<file path="src/rtl/vga_timing_gen_if.sv">
// vga_timing_gen_if: raster timing bundle from the VGA timing generator to its consumers.
// FRAME_COUNT_EN adds the 8-bit frame_cnt timebase.
interface vga_timing_gen_if;
  logic       pix_en;
  logic [9:0] hCount;
  logic [9:0] vCount;
  logic       hSync;
  logic       vSync;
  logic       bright;
  logic       line_tick;
  logic       frame_tick;
`ifdef FRAME_COUNT_EN
  logic [7:0] frame_cnt;
  modport master (output pix_en, hCount, vCount, hSync, vSync, bright, line_tick, frame_tick, frame_cnt);
  modport slave  (input  pix_en, hCount, vCount, hSync, vSync, bright, line_tick, frame_tick, frame_cnt);
`else
  modport master (output pix_en, hCount, vCount, hSync, vSync, bright, line_tick, frame_tick);
  modport slave  (input  pix_en, hCount, vCount, hSync, vSync, bright, line_tick, frame_tick);
`endif
endinterface

</file>
<file path="src/rtl/vga_timing_gen.sv">
// vga_timing_gen: 640x480@60 VGA raster timing (pixel enable, counters, syncs, bright, ticks).
// FRAME_COUNT_EN adds a wrapping 8-bit frame counter.
module vga_timing_gen #(
  parameter int CLK_DIV     = 4,
  parameter int H_TOTAL     = 800,
  parameter int V_TOTAL     = 525,
  parameter int H_SYNC      = 96,
  parameter int V_SYNC      = 2,
  parameter int H_ACT_START = 144,
  parameter int H_ACT_END   = 783,
  parameter int V_ACT_START = 35,
  parameter int V_ACT_END   = 514
) (
  input  logic              clk,
  input  logic              rst,
  vga_timing_gen_if.master  vga_o
);
  localparam int DW = $clog2(CLK_DIV);
  localparam logic [DW-1:0] DIV_LAST = DW'(CLK_DIV - 1);
  localparam logic [9:0] H_LAST = 10'(H_TOTAL - 1);
  localparam logic [9:0] V_LAST = 10'(V_TOTAL - 1);
  localparam logic [9:0] HS = 10'(H_SYNC);
  localparam logic [9:0] VS = 10'(V_SYNC);
  localparam logic [9:0] HA0 = 10'(H_ACT_START);
  localparam logic [9:0] HA1 = 10'(H_ACT_END);
  localparam logic [9:0] VA0 = 10'(V_ACT_START);
  localparam logic [9:0] VA1 = 10'(V_ACT_END);
  logic [DW-1:0] div_q, div_d;
  logic [9:0] h_q, h_d, v_q, v_d;
  logic pix_en_q, pix_en_d, hs_q, hs_d, vs_q, vs_d, br_q, br_d, lt_q, lt_d, ft_q, ft_d;
  logic h_wrap, v_wrap;
  always_comb begin
    div_d    = (div_q == DIV_LAST) ? '0 : div_q + 1'b1;
    pix_en_d = (div_q == DIV_LAST);
    h_wrap   = (h_q == H_LAST);
    v_wrap   = (v_q == V_LAST);
    h_d      = pix_en_q ? (h_wrap ? '0 : h_q + 10'd1) : h_q;
    v_d      = (pix_en_q && h_wrap) ? (v_wrap ? '0 : v_q + 10'd1) : v_q;
    lt_d     = pix_en_q && h_wrap;
    ft_d     = lt_d && v_wrap;
    // decodes use next-state counters so they line up with the counters they describe
    hs_d     = (h_d >= HS);
    vs_d     = (v_d >= VS);
    br_d     = (h_d >= HA0) && (h_d <= HA1) && (v_d >= VA0) && (v_d <= VA1);
  end
  always_ff @(posedge clk or posedge rst) begin
    if (rst) begin
      div_q    <= '0;
      pix_en_q <= 1'b0;
      h_q      <= '0;
      v_q      <= '0;
      hs_q     <= 1'b0;
      vs_q     <= 1'b0;
      br_q     <= 1'b0;
      lt_q     <= 1'b0;
      ft_q     <= 1'b0;
    end else begin
      div_q    <= div_d;
      pix_en_q <= pix_en_d;
      h_q      <= h_d;
      v_q      <= v_d;
      hs_q     <= hs_d;
      vs_q     <= vs_d;
      br_q     <= br_d;
      lt_q     <= lt_d;
      ft_q     <= ft_d;
    end
  end
`ifdef FRAME_COUNT_EN
  logic [7:0] fc_q;
  always_ff @(posedge clk or posedge rst) begin
    if (rst) fc_q <= '0;
    else if (ft_d) fc_q <= fc_q + 8'd1;
  end
  assign vga_o.frame_cnt = fc_q;
`endif
  assign vga_o.pix_en     = pix_en_q;
  assign vga_o.hCount     = h_q;
  assign vga_o.vCount     = v_q;
  assign vga_o.hSync      = hs_q;
  assign vga_o.vSync      = vs_q;
  assign vga_o.bright     = br_q;
  assign vga_o.line_tick  = lt_q;
  assign vga_o.frame_tick = ft_q;
endmodule

</file>
<file path="src/flat_wrapper.sv">
// flat-port wrapper written by rule: the top's interface ports become plain ports
module vga_timing_gen_flat 
#(
  parameter int CLK_DIV     = 4,
  parameter int H_TOTAL     = 800,
  parameter int V_TOTAL     = 525,
  parameter int H_SYNC      = 96,
  parameter int V_SYNC      = 2,
  parameter int H_ACT_START = 144,
  parameter int H_ACT_END   = 783,
  parameter int V_ACT_START = 35,
  parameter int V_ACT_END   = 514
)
  (clk, rst, vga_o_pix_en, vga_o_hCount, vga_o_vCount, vga_o_hSync, vga_o_vSync, vga_o_bright, vga_o_line_tick, vga_o_frame_tick);
  vga_timing_gen_if vga_o_i ();
  input  logic clk;
  input  logic rst;
  output wire logic [$bits(vga_o_i.pix_en)-1:0] vga_o_pix_en;
  output wire logic [$bits(vga_o_i.hCount)-1:0] vga_o_hCount;
  output wire logic [$bits(vga_o_i.vCount)-1:0] vga_o_vCount;
  output wire logic [$bits(vga_o_i.hSync)-1:0] vga_o_hSync;
  output wire logic [$bits(vga_o_i.vSync)-1:0] vga_o_vSync;
  output wire logic [$bits(vga_o_i.bright)-1:0] vga_o_bright;
  output wire logic [$bits(vga_o_i.line_tick)-1:0] vga_o_line_tick;
  output wire logic [$bits(vga_o_i.frame_tick)-1:0] vga_o_frame_tick;
  assign vga_o_pix_en = vga_o_i.pix_en;
  assign vga_o_hCount = vga_o_i.hCount;
  assign vga_o_vCount = vga_o_i.vCount;
  assign vga_o_hSync = vga_o_i.hSync;
  assign vga_o_vSync = vga_o_i.vSync;
  assign vga_o_bright = vga_o_i.bright;
  assign vga_o_line_tick = vga_o_i.line_tick;
  assign vga_o_frame_tick = vga_o_i.frame_tick;
  vga_timing_gen #(.CLK_DIV(CLK_DIV), .H_TOTAL(H_TOTAL), .V_TOTAL(V_TOTAL), .H_SYNC(H_SYNC), .V_SYNC(V_SYNC), .H_ACT_START(H_ACT_START), .H_ACT_END(H_ACT_END), .V_ACT_START(V_ACT_START), .V_ACT_END(V_ACT_END)) u_core (.clk(clk), .rst(rst), .vga_o(vga_o_i));
endmodule
</file>
<file path="config.mk">
export PLATFORM = sky130hd
export DESIGN_NAME = vga_timing_gen_flat
export DESIGN_NICKNAME = d
export VERILOG_FILES = /design/src/rtl/vga_timing_gen_if.sv /design/src/rtl/vga_timing_gen.sv /design/src/flat_wrapper.sv
export SDC_FILE = /design/constraint.sdc
export NUM_CORES = 1
export LEC_CHECK = 0
export ABC_CLOCK_PERIOD_IN_PS = 4500
export CORE_MARGIN = 2
export CORE_UTILIZATION = 55
export CTS_CLUSTER_DIAMETER = 50
export DETAILED_ROUTE_END_ITERATION = 16
export DONT_BUFFER_PORTS = 1
export GPL_TIMING_DRIVEN = 0
export PLACE_DENSITY = 0.7
export SLEW_MARGIN = 15
export SYNTH_ARGS = -nofsm -noshare
export SYNTH_HDL_FRONTEND = slang
export SYNTH_SLANG_ARGS = --single-unit
</file>
<file path="constraint.sdc">
create_clock -name clk -period 4.5 [get_ports clk]
set_input_delay 0.675 -clock clk [delete_from_list [all_inputs] [get_ports clk]]
set_output_delay 0.675 -clock clk [all_outputs]
set_load 0.01 [all_outputs]
</file>
==> results.py <==
metrics = {
    "status": {
        "status": "finished, final reports clean",
    },
    "logic_synthesis": {
        "yosys.area.top_type": "dfrtp_1",
        "ys_seq_area_share_pct": 47.7,
        "syn-cell-area_um2": 1470,
        "syn_inst": 144,
        "ys.flop_type": "dfrtp_1",
        "syn_nets": 150,
        "synth_edf_count": 0,
        "synth.top_cell.area_share_pct": 47.7,
        "async_flop_share_pct": 100,
        "yosys_warnings": 0,
        "synth_cell_types": 43,
        "synth_area_leaders": "dfrtp_1, xor2_1, nor3_1",
        "avgSynthCellArea_um2": 10.2,
        "synth-seq-cells": 28,
    },
    "setup_path": {
        "cp-start-kind": "register",
        "required_ns": 4.76,
        "criticalPathCategory": "reg2reg",
        "critical_path.max_stage_delay_ns": 0.51,
        "crit_chain": "ha_1, nand3_4, or4_4, buf_6, nor3_1, xor2_1, o21bai_1, or4b_1, a21oi_1",
        "crit_path_max_fanout": 10,
        "arrival_ns": 3.02,
        "worst_path_max_delay_cell": "or4_4",
        "worst_setup_path_end_kind": "register",
    },
    "clock_tree": {
        "cts_root_buf": "clkbuf_4",
        "cts.clk_slew.worst_paths_ns": 0.13,
        "postCtsSetupRepairBufs": 0,
        "cts_tree": "built",
        "postCtsHoldBufs": 0,
        "clk_latency_ns": 0.32,
        "ctsLongestPathBuffers": 2,
        "cts_made_buffers": 3,
        "cts_resized": 0,
        "cts_max_level": 1,
        "cts.sinks": 28,
    },
    "finish": {
        "final_cells": 178,
        "final_cell_mix": "dfrtp_1, inv_1, nand2_1",
        "area_growth_pct": 5.03,
        "postLayoutCellArea_um2": 1540,
        "final_nets": 155,
        "antennaDiodeCount": 0,
        "drive_above_1_share_pct": 12.2,
        "final_common_cell": "dfrtp_1",
    },
    "sta": {
        "post-route-min-period_ns": 2.76,
        "fmax_mhz": 363,
        "rsz0062_at_grt": "no",
        "worst_slew_pin_slew_ns": 0.989,
        "timing.setup.tns_ns": 0,
        "slew_viol_final": 0,
        "finalSetupViolations": 0,
        "whs_ns": 0.439,
        "slew_headroom_pct": 34.0,
        "skew_ns": 0.00126,
        "finalHoldViolCount": 0,
        "post-route-period-util_pct": 61.3,
    },
    "floorplanning": {
        "start_util_pct": 58.8,
        "fp.dieH_um": 55.7,
        "core_area_um2": 2500,
        "die_x_um": 55.7,
        "io_pins": 28,
        "rows": 18,
        "die_area_um2": 3100,
    },
    "power_and_ir_drop": {
        "irDropWorstVdd_mv": 0.225,
        "p_leak_nw": 0.733,
        "powerDensity_nw_per_um2": 242,
        "finalPower_mw": 0.374,
    },
    "grt": {
        "grt_usage_pct": 19.1,
        "grt-ovfl-total": 0,
        "antenna_found_initial": 0,
        "grt_pass1_vias": 970,
        "grt_pass1_wl_um": 4650,
        "grt_max_degree": 29,
    },
    "route": {
        "vias_per_cell": 5.94,
        "drc": 0,
        "via_count": 1058,
        "first_pass_iters": 4,
        "drt_iter0_drc": 27,
        "ant_nets": 0,
        "drt-total-wl_um": 2650,
        "wl_per_cell_um": 14.9,
    },
    "job": {
        "maxCapViolCount": 0,
    },
    "placed_design": {
        "routabilityCongestion": 0.883,
        "portBuffers": 0,
        "placed_area_um2": 1510,
        "placed_cells": 174,
        "hpwlAfterDp_um": 2030,
    },
    "min_path": {
        "hp-class": "reg2reg",
    },
}
==> per-layer routing <==
layer / up-vias / wire length, µm / track usage (%)
met1: 497 / 1210 / 25.0
met4: 0 / 25 / 5.23
li1: 515 / - / -
met2: 42 / 1170 / 29.6
met3: 4 / 241 / 7.44
met5: - / 0 / 0
==> stage by stage <==
stage	utilization, %	worst slack [ns]
finish	61.7	1.74
global route	61.7	1.47
CTS	61.7	1.74
detailed placement	60.3	1.77
global placement	60.3	1.79
floorplan	-	1.94
==> cells in the mapped netlist (all sizes together) (2+ instances only) <==
library cell	count
and2	3
nor3	12
o21ai	4
buf	2
nor4	2
and4	2
nand4	3
xnor2	5
dfrtp	28
xor2	7
o22ai	3
nand2b	2
mux2i	2
a21oi	5
nand3	7
nand2	12
inv	13
a31oi	2
or4	2
ha	4
nor2	9
==> cell type report <==
class | instances | area, µm²
clock buffer | 4 | 36.3
buffer | 3 | 27.5
fill | 204 | 957
inverter | 13 | 48.8
sequential | 28 | 701
tap | 30 | 37.5
multi-input combinational | 100 | 692
==> worst paths after layout <==
check | endpoint | slack (ns) | cells past startpoint | startpoint
min in group asynchronous | u_core.vga_o.hCount[2] | 0.45 | 1 | rst
setup reg to reg | u_core.vga_o.bright | 1.74 | 9 | u_core.vga_o.hCount[0]
hold reg to reg | u_core.div_q[0] | 0.44 | 1 | u_core.div_q[0]
hold / removal | u_core.div_q[0] | 0.44 | 1 | u_core.div_q[0]
max in group asynchronous | u_core.vga_o.vCount[8] | 3.46 | 1 | rst
setup / recovery | u_core.vga_o.bright | 1.74 | 9 | u_core.vga_o.hCount[0]
==> report_power, final <==
group / switching, mW / leakage [nW] / internal [mW]
registers: 0 / 0.377 / 0.252
logic: 0.00440 / 0.335 / 0.0000589
clock network: 0.0680 / 0.0210 / 0.0496
total: 0.0724 / 0.733 / 0.301
==> state kept, by name, summed over array words and instances, names as in the netlist <==
register,flops
u_core.vga_o.hCount,10
u_core.vga_o.vCount,10
u_core.vga_o.line_tick,1
u_core.vga_o.hSync,1
u_core.vga_o.frame_tick,1
u_core.div_q,2
u_core.vga_o.bright,1
u_core.vga_o.pix_en,1
u_core.vga_o.vSync,1
==> critical path, delay by kind of cell, from the launching register on <==
family | cells | cell delay, ns
adder cells (fa/ha/maj) | 1 | 0.29
flip-flops | 1 | 0.48
AO/OA/AOI/OAI | 2 | 0.35
AND/OR/NAND/NOR | 4 | 1.30
buffers and inverters | 1 | 0.16
XOR/XNOR | 1 | 0.11
==> cells by family (layout without fill, tap and decap cells) <==
kind of cell,count (synthesis),after routing,share of synthesized area [%]
multiplexers,3,3,2.13
flip-flops,28,28,47.7
XOR/XNOR,12,12,7.15
adder cells (fa/ha/maj),4,4,3.41
AO/OA/AOI/OAI,20,20,9.54
buffers and inverters,16,20,5.20
AND/OR/NAND/NOR,61,61,24.9
No activity file was read; power rests on OpenSTA's default activity.
